===== src/rtl/piso_pkg.sv =====
// Shared types and width helpers for the PISO transmit sequencer.
package piso_pkg;

    typedef enum logic [1:0] {
        IDLE  = 2'd0,
        LOAD  = 2'd1,
        SHIFT = 2'd2,
        DONE  = 2'd3
    } state_t;

    localparam int unsigned DEF_WIDTH = 4;
    localparam int unsigned DEF_DIV   = 2;

    function automatic int unsigned bit_cnt_w(input int unsigned width);
        return (width < 2) ? 1 : $clog2(width);
    endfunction

    function automatic int unsigned div_cnt_w(input int unsigned div);
        return (div < 2) ? 1 : $clog2(div);
    endfunction

endpackage


===== src/rtl/piso_tx_ctrl_if.sv =====
// Word handshake, frame control and serial output bundle for piso_tx_ctrl.
interface piso_tx_ctrl_if #(
    parameter int unsigned WIDTH = 4
);
    logic [WIDTH-1:0] in_data;
    logic             in_valid;
    logic             in_ready;
    logic             abort;
    logic             so;
    logic             so_valid;
    logic             busy;
    logic             done;

    modport master (
        output in_data, in_valid, abort,
        input  in_ready, so, so_valid, busy, done
    );

    modport slave (
        input  in_data, in_valid, abort,
        output in_ready, so, so_valid, busy, done
    );
endinterface


===== src/rtl/piso_shift_datapath.sv =====
// WIDTH-bit parallel-load shift register with zero fill and a single serial tap.
module piso_shift_datapath #(
    parameter int unsigned WIDTH     = 4,
    parameter bit          MSB_FIRST = 1'b1
) (
    input  logic             clk,
    input  logic             rst,
    input  logic             pl,
    input  logic             sh,
    input  logic             clr,
    input  logic [WIDTH-1:0] din,
    output logic             tap
);
    logic [WIDTH-1:0] sr;

    always_ff @(posedge clk or posedge rst) begin
        if (rst) begin
            sr <= '0;
        end else if (clr) begin
            sr <= '0;
        end else if (pl) begin
            sr <= din;
        end else if (sh) begin
            if (MSB_FIRST) sr <= {sr[WIDTH-2:0], 1'b0};
            else           sr <= {1'b0, sr[WIDTH-1:1]};
        end
    end

    assign tap = MSB_FIRST ? sr[WIDTH-1] : sr[0];
endmodule


===== src/rtl/piso_tx_ctrl.sv =====
// Frame sequencer: accepts a word, holds each bit DIV clocks, flags the stream, pulses done.
module piso_tx_ctrl
    import piso_pkg::*;
#(
    parameter int unsigned WIDTH     = DEF_WIDTH,
    parameter int unsigned DIV       = DEF_DIV,
    parameter bit          MSB_FIRST = 1'b1
) (
    input  logic           clk,
    input  logic           reset,
    piso_tx_ctrl_if.slave  bus
);
    localparam int unsigned BW = bit_cnt_w(WIDTH);
    localparam int unsigned DW = div_cnt_w(DIV);
    localparam logic [BW-1:0] BIT_LAST = BW'(WIDTH - 1);
    localparam logic [DW-1:0] DIV_LAST = DW'(DIV - 1);

    state_t        state, state_nxt;
    logic [BW-1:0] bit_cnt, bit_cnt_nxt;
    logic [DW-1:0] div_cnt, div_cnt_nxt;
    logic          pl, sh, clr, tap;

    always_ff @(posedge clk or posedge reset) begin
        if (reset) begin
            state   <= IDLE;
            bit_cnt <= '0;
            div_cnt <= '0;
        end else begin
            state   <= state_nxt;
            bit_cnt <= bit_cnt_nxt;
            div_cnt <= div_cnt_nxt;
        end
    end

    always_comb begin
        state_nxt   = state;
        bit_cnt_nxt = bit_cnt;
        div_cnt_nxt = div_cnt;
        pl          = 1'b0;
        sh          = 1'b0;
        clr         = 1'b0;
        case (state)
            IDLE: begin
                if (bus.in_valid) begin
                    pl          = 1'b1;
                    bit_cnt_nxt = '0;
                    div_cnt_nxt = '0;
                    state_nxt   = LOAD;
                end
            end
            LOAD: begin
                if (bus.abort) begin
                    clr         = 1'b1;
                    bit_cnt_nxt = '0;
                    div_cnt_nxt = '0;
                    state_nxt   = IDLE;
                end else begin
                    state_nxt = SHIFT;
                end
            end
            SHIFT: begin
                // abort wins even on the final cycle of the last bit
                if (bus.abort) begin
                    clr         = 1'b1;
                    bit_cnt_nxt = '0;
                    div_cnt_nxt = '0;
                    state_nxt   = IDLE;
                end else if (div_cnt == DIV_LAST) begin
                    div_cnt_nxt = '0;
                    if (bit_cnt == BIT_LAST) begin
                        bit_cnt_nxt = '0;
                        state_nxt   = DONE;
                    end else begin
                        sh          = 1'b1;
                        bit_cnt_nxt = bit_cnt + BW'(1);
                    end
                end else begin
                    div_cnt_nxt = div_cnt + DW'(1);
                end
            end
            DONE:    state_nxt = IDLE;
            default: state_nxt = IDLE;
        endcase
    end

    piso_shift_datapath #(
        .WIDTH    (WIDTH),
        .MSB_FIRST(MSB_FIRST)
    ) u_datapath (
        .clk(clk),
        .rst(reset),
        .pl (pl),
        .sh (sh),
        .clr(clr),
        .din(bus.in_data),
        .tap(tap)
    );

    assign bus.in_ready = (state == IDLE) && !reset;
    assign bus.so       = (state == SHIFT) && tap;
    assign bus.so_valid = (state == SHIFT);
    assign bus.busy     = (state == LOAD) || (state == SHIFT);
    assign bus.done     = (state == DONE);
endmodule


===== src/flat_wrapper.sv =====
// flat-port wrapper written by rule: the top's interface ports become plain ports
module piso_tx_ctrl_flat import piso_pkg::*;
#(
    parameter int unsigned WIDTH     = DEF_WIDTH,
    parameter int unsigned DIV       = DEF_DIV,
    parameter bit          MSB_FIRST = 1'b1
)
  (clk, reset, bus_in_data, bus_in_valid, bus_abort, bus_in_ready, bus_so, bus_so_valid, bus_busy, bus_done);
  piso_tx_ctrl_if #(.WIDTH(WIDTH)) bus_i ();
  input  logic clk;
  input  logic reset;
  input wire logic [$bits(bus_i.in_data)-1:0] bus_in_data;
  input wire logic [$bits(bus_i.in_valid)-1:0] bus_in_valid;
  input wire logic [$bits(bus_i.abort)-1:0] bus_abort;
  output wire logic [$bits(bus_i.in_ready)-1:0] bus_in_ready;
  output wire logic [$bits(bus_i.so)-1:0] bus_so;
  output wire logic [$bits(bus_i.so_valid)-1:0] bus_so_valid;
  output wire logic [$bits(bus_i.busy)-1:0] bus_busy;
  output wire logic [$bits(bus_i.done)-1:0] bus_done;
  assign bus_i.in_data = bus_in_data;
  assign bus_i.in_valid = bus_in_valid;
  assign bus_i.abort = bus_abort;
  assign bus_in_ready = bus_i.in_ready;
  assign bus_so = bus_i.so;
  assign bus_so_valid = bus_i.so_valid;
  assign bus_busy = bus_i.busy;
  assign bus_done = bus_i.done;
  piso_tx_ctrl #(.WIDTH(WIDTH), .DIV(DIV), .MSB_FIRST(MSB_FIRST)) u_core (.clk(clk), .reset(reset), .bus(bus_i));
endmodule

===== config.mk =====
export PLATFORM = sky130hd
export DESIGN_NAME = piso_tx_ctrl_flat
export DESIGN_NICKNAME = d
export VERILOG_FILES = /design/src/rtl/piso_pkg.sv /design/src/rtl/piso_tx_ctrl_if.sv /design/src/rtl/piso_shift_datapath.sv /design/src/rtl/piso_tx_ctrl.sv /design/src/flat_wrapper.sv
export SDC_FILE = /design/constraint.sdc
export NUM_CORES = 1
export LEC_CHECK = 0
export ABC_AREA = 1
export BUFFER_PORTS_ARGS = -buffer_cell sky130_fd_sc_hd__buf_4
export CAP_MARGIN = 20
export CORE_MARGIN = 1.5
export CORE_UTILIZATION = 35
export DETAILED_ROUTE_END_ITERATION = 10
export PLACE_DENSITY = 0.6
export SYNTH_ARGS = -nofsm -noshare
export SYNTH_HDL_FRONTEND = slang
export SYNTH_SLANG_ARGS = --single-unit

===== constraint.sdc =====
create_clock -name clk -period 1.6 [get_ports clk]
set_input_delay 0.32 -clock clk [delete_from_list [all_inputs] [get_ports clk]]
set_output_delay 0.32 -clock clk [all_outputs]
set_load 0.03 [all_outputs]

Word-level counts from Yosys, hierarchy flattened
Cells that the tools add are included.
- register bits: 9
- bits in latches: 0
- bits in writable memories: 0
- ROM bits: 0
- bits of input ports: 8
- memories: 0
- add/sub/neg operators: 2
- multiply operators: 0
- div/mod/pow operators: 0
- order comparisons: 0
- equality and inequality tests: 8
- shift-type cells: 0
- muxes and demuxes: 28
- bitwise logic cells: 0
- reductions and logical operators: 11
- operators by type and width (operator ; number):
    2-to-1 mux 2 bit ; 10
    2-to-1 mux 1 bit ; 12
    2-to-1 mux 4 bit ; 3
    case mux 2 bit (4 select lines) ; 1
    equality test 2 bit (second input constant) ; 3
    inequality test 3 x 2 -> 1 bit (second input constant) ; 2
    case mux 2 bit (3 select lines) ; 1
    AND reduction 3 bit ; 2
    nonzero test 3 bit ; 2
    inequality test 2 bit (second input constant) ; 2
    AND reduction 4 bit ; 1
    case mux 1 bit (3 select lines) ; 1
    adder 2 x 1 -> 2 bit (second input constant) ; 1
    equality test 2 x 1 -> 1 bit (second input constant) ; 1
    logical AND 1 bit ; 2
    zero test 2 bit ; 1
    OR reduction 2 bit ; 1
    adder 1 bit (second input constant) ; 1
    zero test 1 bit ; 1
    logical OR 1 bit ; 1

Depth between registers and ports, before layout
Gate-level depths: netlist (run 1).
- word-level depth: 8
- mapped depth: 9
- depth with buffers taken out: 9

By module
Synthesis (run 1) repeated with hierarchy kept, for this count alone.
- cell total of the unflattened synthesis: 90
- area, all modules: 633.1 um2
- modules (own cells, without submodules) (module ; times used ; cells an instance ; area each (um2) ; seq. area each (um2)):
    piso_tx_ctrl ; 1 ; 60 ; 414.1 ; 125.1
    piso_shift_datapath ; 1 ; 30 ; 219.0 ; 100.1

Worst setup path before layout (run 1)
No wires, ideal clock.
- path type: register to output
- from: register u_core.state[0]
- to: output bus_in_ready
- arrival time: 1.171 ns
- required time: 1.280 ns
- setup slack: 0.109 ns
- cell stages (with the launch flop): 5
- path buffers: 0
- cells stage by stage: dfrtp_1 -> inv_1 -> ha_1 -> inv_1 -> nor2_1
- longest elaborated chain between the ends: 2
- ends and longest elaborated chain (what ; RTL line ; source):
    start, declared ; piso_tx_ctrl.sv:18 ; state_t state, state_nxt;
    start signal, assigned ; piso_tx_ctrl.sv:29 ; state <= state_nxt;
    zero test 2 bit ; piso_tx_ctrl.sv:99 ; assign bus.in_ready = (state == IDLE) && !reset;
    logical AND 1 bit ; piso_tx_ctrl.sv:99 ;
    end, declared ; flat_wrapper.sv:15 ; output wire logic [$bits(bus_i.in_ready)-1:0] bus_in_ready;
No other way between the ends.

Worst setup path after layout (run 1)
- from: register u_core.state[1]
- to: output bus_so_valid
- longest elaborated chain between the ends: 1
- ends and longest elaborated chain (what ; RTL line ; source):
    equality test 2 bit ; piso_tx_ctrl.sv:101 ; assign bus.so_valid = (state == SHIFT);
    end, declared ; flat_wrapper.sv:17 ; output wire logic [$bits(bus_i.so_valid)-1:0] bus_so_valid;
No other way between the ends.

==> flow_metrics.tcl, run 1 <==
set metrics [dict create \
    netlist_area_um2 654 \
    cap_violations 0 \
    drv_slew 0 \
    synth_edf_count 0 \
    drive_above_1_share_pct 30.7 \
    yosysWarningCount 0 \
    ctsLongestPathBuffers 2 \
    status "completed" \
    met2_usage_pct 27.5 \
    netlist_top_cells_area "dfrtp_1 34%, nand2_1 18%, ha_1 13%" \
    async_flop_share_pct 100 \
    fin_setup_tns_ns 0 \
    multi_input_area_um2 397 \
    vias 626 \
    grt_max_degree 10 \
    globalRouteMet3Util_pct 7.06 \
    ir_worst_vdd_v 0.000905 \
    path_cells "buf_4 -> ha_1 -> buf_4" \
    dpl-instance-area_um2 776 \
    crit_top_cell "buf_4" \
    numClockSinks 9 \
    grt_pass1_vias 559 \
    top_usage_layer "met2" \
    ios 13 \
    crit_slowest_cell "dfrtp_2" \
    gp_congestion 0.860 \
    cp.arrival_ns 1.25 \
    worst_clock_skew_ns 0.00806 \
    ant_nets 0 \
    r2r_slack_ns 0.20 \
    rows 15 \
    wl_mm 1.43 \
    critPathLaunchType "flip-flop" \
    cts-htree-levels 1 \
    io_buffers 12 \
    syn_inst 94 \
    area_growth_pct 31.9 \
    p_leak_nw 0.494 \
    cp_max_fo 3 \
    clkPwrFrac_pct 11.5 \
    diodes 0 \
    hp-class "primary input to asynchronous set/reset pin" \
    ys_ff_latch 9 \
    pwr-share-seq_pct 23.7 \
    slew_headroom_pct 75.0 \
    initial_core_util_pct 37.5 \
    grt_pass1_wl_mm 2.35 \
    max_stage_delay_ns 0.44 \
    p_sw_share_pct 47.3 \
    coreArea_um2 1750 \
    post-route-period-util_pct 98.0 \
    regArea_um2 226 \
    dr.first_iter.drc_count 11 \
    intPower_uw 814 \
    design_area_um2 863 \
    clock_latency_ns 0.26 \
    dp_hpwl_mm 1.10 \
    crit_type "flip-flop to output pin" \
    powerDensity_nw_per_um2 1790 \
    grt_use_total_pct 16.0 \
    avgSynthCellArea_um2 6.96 \
    antenna_found_initial 0 \
    finalCriticalPeriod_ns 1.57 \
    clock.fmax_ghz 0.638 \
    required_ns 1.28 \
    synth_nets 109 \
    p_comb_share_pct 64.8 \
    worst_setup_path_end_kind "output pin" \
    ys_seq_area_share_pct 34.4 \
    final_nets 130 \
    grtUsageMet1_pct 17.3 \
    fillers 183 \
    yosys.area.top_type "dfrtp_1" \
    wl_per_cell_um 10.3 \
    yosys.cell_types.count 13 \
    cts-root-buf "clkbuf_4" \
    rsz0062_at_grt "yes" \
    cts_buffers 3 \
    ys_top_cells_by_count "31 x nand2_1, 13 x inv_1, 13 x nand3_1, 9 x dfrtp_1" \
    firstDrtPassIters 4 \
    grt_overflow 0 \
    critical_path.top_delay_family "flip-flops" \
    p_total_mw 1.54 \
    synthFlopType "dfrtp_1" \
    via_per_inst 4.50 \
    synth.top_cell.area_share_pct 34.4 \
    p_sw_uw 729 \
    critPathBufInv 2 \
    dieArea_um2 2140 \
    path_clk_slew_ns 0.06 \
    cts_hold_buf 0 \
    setup-violations-final 0 \
    die_h_um 46.2 \
    cts_tree "built" \
    hold_viol 0 \
    fp.dieW_um 46.2 \
    yosysMostFrequentCell "nand2_1" \
    drcViolationCount 0 \
    final_core_util_pct 49.5 \
    tightest_slew_ns 0.374 \
]
[power groups by stage]
| stage | clock network [mW] | logic [mW] | registers, mW |
|---|---|---|---|
| detailed placement | 0 | 0.841 | 0.365 |
| global placement | 0 | 0.835 | 0.363 |
| floorplan | 0 | 0.651 | 0.351 |
| global route | 0.194 | 1.12 | 0.377 |
| CTS | 0.185 | 0.925 | 0.374 |
| finish | 0.178 | 1.00 | 0.366 |
[flip-flops by register name, summed over array words and instances (netlist names)]
signal and count:
u_core.div_cnt 1, u_core.bit_cnt 2, u_core.u_datapath.sr 4, u_core.state 2
[cell usage in the layout, fill, tap and decap left out]
cell      count
nand2_2       4
clkbuf_1      1
buf_4        16
dfrtp_2       1
o21ai_0       2
dfrtp_1       8
ha_1          4
nand2_4       1
inv_4         1
nand3_1      13
a21oi_1       2
nor2_4        1
ha_2          1
inv_1        11
nor2_1        7
or2_2         1
inv_2         4
ha_4          2
nand2_1      31
clkbuf_4      3
[per-layer routing]
metal / wire (um) / vias up
li1: - / 332
met1: 610 / 278
met2: 739 / 14
met3: 65 / 2
met4: 13 / 0
met5: 0 / -
[final timing paths]
path	startpoint	endpoint	depth (start not counted)
max in group asynchronous	reset	u_core.state[1]	2
hold reg to reg	u_core.bit_cnt[1]	u_core.bit_cnt[1]	2
min in group clk	bus_in_data[0]	u_core.u_datapath.sr[0]	3
setup / recovery	u_core.state[1]	bus_so_valid	3
setup reg to reg	u_core.state[0]	u_core.u_datapath.sr[2]	8
hold / removal	reset	u_core.u_datapath.sr[3]	2
[layout make-up]
cell class                 instances  area share (%)
tap                               25            3.62
clock buffer                       4            3.04
multi-input combinational         69            45.9
timing repair buffer              16            13.9
sequential                         9            26.2
inverter                          16            7.25
[through the flow]
step                      std cells  hold WS [ns]  worst slack, ns
final                           139        0.0340           0.0317
after global routing            139        0.0620          -0.0244
after CTS                       136        0.0429          0.00211
after floorplan                  94         0.148            0.109
after global placement          131         0.330            0.212
after detailed placement        131         0.329            0.177
[logic make-up after synthesis]
logic type	Yosys count	share of synthesized area [%]
simple gates	58	40.0
buf+inv	16	9.18
flops	9	34.4
fa+ha+maj	7	13.4
compound gates	4	3.06
[worst reg2reg max path: cells and delay by family (launching register included)]
| family | cells | cell delay, ns |
|---|---|---|
| AND/OR/NAND/NOR | 5 | 0.53 |
| flip-flops | 1 | 0.40 |
| adder cells (fa/ha/maj) | 1 | 0.22 |
| buffers and inverters | 2 | 0.18 |
[repair_timing]
action,CTS,global route
gates cloned,0,0
setup buffers,1,3
resized for setup,7,2
pin swaps,0,1
endpoints found under the setup margin,3,2
(Power assumes the default switching activity.)
==> inputs of run 2 (changes only) <==
==> constraint.sdc (replaced) <==
create_clock -name clk -period 1.8 [get_ports clk]
set_input_delay 0.36 -clock clk [delete_from_list [all_inputs] [get_ports clk]]
set_output_delay 0.36 -clock clk [all_outputs]
set_load 0.03 [all_outputs]
==> run 2 against run 1 <==
Net effect: cell count fell by 2.9%; critical path depth is 2 higher; first-iteration DRC count down 18%; final area down 6.4%; register-to-register slack gained 0.18 ns; critical path type unchanged; clock-buffer cell count down 1; flip-flop and latch count unchanged.
==> flow_metrics.tcl, run 2 (same netlist as run 1, synthesis figures left out) <==
set metrics [dict create \
    status "completed" \
    io_buffers 12 \
    crit_path_start "u_core.state[1]" \
    critPathLaunchType "flip-flop" \
    required_ns 1.44 \
    grt_pass1_wl_mm 2.19 \
    max_stage_delay_ns 0.43 \
    r2r_slack_ns 0.38 \
    cts_hold_buf 0 \
    p_sw_uw 604 \
    dieArea_um2 2140 \
    crit_type "flip-flop to output pin" \
    hold_viol 0 \
    grt_pass1_vias 548 \
    gp_congestion 0.807 \
    drive_above_1_share_pct 26.4 \
    final_cell_mix "31 x nand2_1, 13 x nand3_1, 12 x inv_1, 12 x buf_4, 9 x dfrtp_1" \
    rows 15 \
    cap_violations 0 \
    wl_per_cell_um 9.90 \
    finalCriticalPeriod_ns 1.67 \
    whs_ns 0.0673 \
    clock.fmax_ghz 0.600 \
    coreArea_um2 1750 \
    dp_hpwl_mm 1.08 \
    final_common_cell "nand2_1" \
    p_leak_nw 0.476 \
    ctsLongestPathBuffers 2 \
    grt_use_total_pct 14.5 \
    largest_reg_flops 4 \
    dr.first_iter.drc_count 9 \
    post-route-period-util_pct 92.6 \
    intPower_uw 629 \
    cp_max_fo 5 \
    tightest_slew_ns 0.364 \
    antenna_found_initial 0 \
    grt_max_degree 10 \
    clkPwrFrac_pct 12.9 \
    crit_top_cell "inv_1" \
    grt_overflow 0 \
    cts-root-buf "clkbuf_4" \
    clock_latency_ns 0.27 \
    placed_cells 131 \
    powerDensity_nw_per_um2 1530 \
    final_core_util_pct 46.3 \
    firstDrtPassIters 4 \
    timing.rr.end "u_core.u_datapath.sr[3]" \
    path_clk_slew_ns 0.07 \
    setup-violations-final 0 \
    worst_clock_skew_ns 0.00371 \
    rsz0062_at_grt "no" \
    cts_buffers 3 \
    diodes 0 \
    dpl-instance-area_um2 776 \
    cp.arrival_ns 1.31 \
    cts-htree-levels 1 \
    p_sw_share_pct 49.0 \
    critical_path.top_delay_family "flip-flops" \
    hp-class "primary input to asynchronous set/reset pin" \
    critPathBufInv 3 \
    fp.dieW_um 46.2 \
    wl_mm 1.34 \
    slew_headroom_pct 75.7 \
    ant_nets 0 \
    initial_core_util_pct 37.5 \
    layout.cells.non_filler 135 \
    drv_slew 0 \
    ios 13 \
    cts_tree "built" \
    pwr-share-seq_pct 26.0 \
    die_h_um 46.2 \
    reg.largest.list "u_core.u_datapath.sr x4, u_core.bit_cnt x2, u_core.state x2" \
    ir_worst_vdd_v 0.000641 \
    crit_slowest_cell "dfrtp_1" \
    design_area_um2 808 \
    largest_register "u_core.u_datapath.sr" \
    ff2ff_path_depth 8 \
    drcViolationCount 0 \
    fin_setup_tns_ns 0 \
    numClockSinks 9 \
    p_comb_share_pct 61.1 \
    worst_setup_path_end_kind "output pin" \
    path_cells "inv_1 -> ha_2 -> inv_1 -> nor2_1 -> buf_4" \
    area_growth_pct 23.5 \
    final_nets 126 \
    r2r-start "u_core.state[1]" \
    via_per_inst 4.40 \
    vias 594 \
]
==> run 2: stage by stage <==
step	total power, mW	setup slack [ns]
floorplan	0.891	0.269
CTS	1.23	0.0677
global route	1.35	0.0328
detailed placement	1.07	0.359
global placement	1.06	0.389
finish	1.23	0.132
==> run 2: layout make-up <==
type	count	area (um2)
fillers	181	937
multi-input cells	69	374
flip-flops and latches	9	225
repair buffers	12	90.1
inverters	16	60.1
well taps	25	31.3
clock buffers	3	22.5
clock inverters	1	5.00
==> run 2: worst max-delay path by stage <==
stage                         to  depth (start not counted)
global route        bus_in_ready                          5
floorplan           bus_in_ready                          4
finish              bus_in_ready                          5
detailed placement  bus_in_ready                          5
CTS                 bus_in_ready                          5
global placement    bus_in_ready                          5
==> run 2: what timing repair did <==
item / 4_1_cts / 5_1_grt
gates resized for setup: 0 / 3
endpoints found under the hold margin: 0 / 0
endpoints found under the setup margin: 0 / 2
buffers inserted: 0 / 0
==> run 2: power groups by stage <==
stage / logic (mW) / clock network (mW) / registers (mW)
after floorplan: 0.579 / 0 / 0.312
after global placement: 0.743 / 0 / 0.319
after detailed placement: 0.750 / 0 / 0.322
after CTS: 0.752 / 0.165 / 0.318
after global routing: 0.844 / 0.175 / 0.331
final: 0.754 / 0.159 / 0.321
==> run 2: layer usage <==
metal	up-vias	part of all wire (%)	global-route usage, %
li1	319	-	-
met4	0	0	1.71
met3	0	4.3	5.88
met5	-	0	0
met1	263	43	16.4
met2	12	53	25.8
==> inputs of run 3 (changes only) <==
--- a/config.mk
+++ b/config.mk
@@ -11,7 +11,7 @@
 export CORE_MARGIN = 1.5
 export CORE_UTILIZATION = 35
 export DETAILED_ROUTE_END_ITERATION = 10
-export PLACE_DENSITY = 0.6
+export PLACE_DENSITY = 0.62
 export SYNTH_ARGS = -nofsm -noshare
 export SYNTH_HDL_FRONTEND = slang
 export SYNTH_SLANG_ARGS = --single-unit
==> constraint.sdc (replaced) <==
create_clock -name clk -period 1.4 [get_ports clk]
set_input_delay 0.28 -clock clk [delete_from_list [all_inputs] [get_ports clk]]
set_output_delay 0.28 -clock clk [all_outputs]
set_load 0.03 [all_outputs]
==> run 3 against run 2 <==
Net effect: the run now ends with negative hold slack, negative setup slack left; critical path depth is the same; core utilization rose by 7.5 points; global-route usage is 2.5 points higher; clock skew decreased by 0.0028 ns; non-clock buffer count is 7 higher; final area rose by 16%; clock-buffer cell count grew 1; first-iteration DRC count down 11%; sequential share of layout area down 3.9 points; routed wire length up 20%; combinational power increased by 82%; clock power increased by 28%; largest cell class unchanged; highest routed layer is now met4.
==> flow_metrics.tcl, run 3 (same netlist as run 1, synthesis figures left out) <==
set metrics [dict create \
    status "finished, violations left" \
    violations "negative hold slack, negative setup slack" \
    powerDensity_nw_per_um2 2110 \
    numClockSinks 9 \
    post-route-period-util_pct 106 \
    ios 13 \
    io_buffers 12 \
    area_growth_pct 43.6 \
    ff2ff_path_depth 9 \
    grt_use_total_pct 16.9 \
    rows 15 \
    crit_top_cell "buf_6" \
    critPathBufInv 3 \
    ant_nets 0 \
    dieArea_um2 2140 \
    clock_latency_ns 0.26 \
    hp-class "primary input to asynchronous set/reset pin" \
    whs_ns -0.00354 \
    grt_overflow 0 \
    hold_viol 9 \
    top_layer_used "met4" \
    rsz0062_at_grt "yes" \
    crit_slowest_cell "dfrtp_1" \
    fp.dieW_um 46.2 \
    firstDrtPassIters 4 \
    worst_clock_skew_ns 0.000921 \
    dr.first_iter.drc_count 8 \
    cp.arrival_ns 1.21 \
    coreArea_um2 1750 \
    met2_length_um 778 \
    diodes 0 \
    cts_hold_buf 0 \
    timing.final.ws_setup_ns -0.0904 \
    grt_pass1_wl_mm 2.46 \
    ctsLongestPathBuffers 2 \
    dp_hpwl_mm 1.14 \
    wl_per_cell_um 11.3 \
    wl_mm 1.60 \
    final_cell_mix "30 x nand2_1, 13 x nand3_1, 13 x buf_4" \
    path_depth 5 \
    grt_pass1_vias 594 \
    final_core_util_pct 53.8 \
    path_cells "buf_6 -> ha_4 -> nand2_2 -> inv_2 -> buf_6" \
    final_common_cell "nand2_1" \
    gp_congestion 0.842 \
    reg.largest.list "u_core.u_datapath.sr x4, u_core.bit_cnt x2, u_core.state x2" \
    drive_above_1_share_pct 36.8 \
    slew_headroom_pct 75.8 \
    largest_register "u_core.u_datapath.sr" \
    wl_met3_um 72 \
    antenna_found_initial 0 \
    cts-htree-levels 1 \
    tightest_slew_ns 0.362 \
    max_stage_delay_ns 0.40 \
    grt_max_degree 10 \
    layout.cells.non_filler 142 \
    required_ns 1.12 \
    clock.fmax_ghz 0.671 \
    via_per_inst 4.62 \
    worst_setup_path_end_kind "output pin" \
    cts_tree "built" \
    vias 656 \
    cts_buffers 3 \
    critical_path.top_delay_family "flip-flops" \
    drcViolationCount 0 \
    initial_core_util_pct 37.5 \
    wl_met1_um 690 \
    preCtsSetupSlack_ns 0.0181 \
    crit_type "flip-flop to output pin" \
    cp_max_fo 4 \
    ir_worst_vdd_v 0.00106 \
    critPathLaunchType "flip-flop" \
    p_leak_nw 0.516 \
    die_h_um 46.2 \
    cts-root-buf "clkbuf_4" \
    drv_slew 0 \
    finalCriticalPeriod_ns 1.49 \
    placed_cells 134 \
    path_clk_slew_ns 0.06 \
    largest_reg_flops 4 \
    setup-violations-final 4 \
    cap_violations 0 \
    final_nets 133 \
]
[run 3: layout make-up]
cell class | count | area [um2]
clock buffer | 4 | 26.3
fill | 165 | 806
sequential | 9 | 225
tap | 25 | 31.3
multi-input combinational | 69 | 429
inverter | 16 | 62.6
timing repair buffer | 19 | 165
[run 3: worst paths after layout]
path	slack, ns	from	end
max in group asynchronous	1.14	reset	u_core.u_datapath.sr[0]
worst min-delay path	-0.004	reset	u_core.u_datapath.sr[3]
worst min register to register	0.48	u_core.bit_cnt[1]	u_core.bit_cnt[1]
min in group clk	0.25	bus_in_data[0]	u_core.u_datapath.sr[0]
worst max-delay path	-0.09	u_core.state[1]	bus_so
worst max register to register	0.08	u_core.state[0]	u_core.u_datapath.sr[1]
[run 3: metal layers]
metal,track usage (%),vias to the layer above
li1,-,335
met1,18.8,299
met2,27.5,14
met3,7.06,8
met4,8.57,0
met5,0,-
[run 3: repair_timing]
| item | in CTS | in global routing |
|---|---|---|
| setup endpoints to repair | 5 | 9 |
| pin swaps | 1 | 2 |
| buffers inserted | 2 | 2 |
| resized for setup | 15 | 6 |
[run 3: where the power goes]
group          leakage [nW]  switching (mW)  internal, mW
sequential            0.120          0.0619         0.347
clock                0.0150          0.0927         0.110
combinational         0.381           0.777         0.593
[run 3: stage by stage]
step	area, um2	TNS, ns	total power [mW]
6_report	940	-0.190	1.98
5_1_grt	940	-0.439	2.13
4_1_cts	903	-0.273	1.88
3_5_place_dp	806	0	1.46
3_3_place_gp	806	0	1.45
2_1_floorplan	662	0	1.17
[run 3: worst register-to-register path: stages (launching register included)]
cell and delay, ns:
dfrtp_1 0.39, inv_4 0.07, ha_4 0.16, buf_4 0.14
nand2_4 0.08, nand2_1 0.07, inv_2 0.10, nand2_2 0.08
nand3_1 0.07, nand2_1 0.05
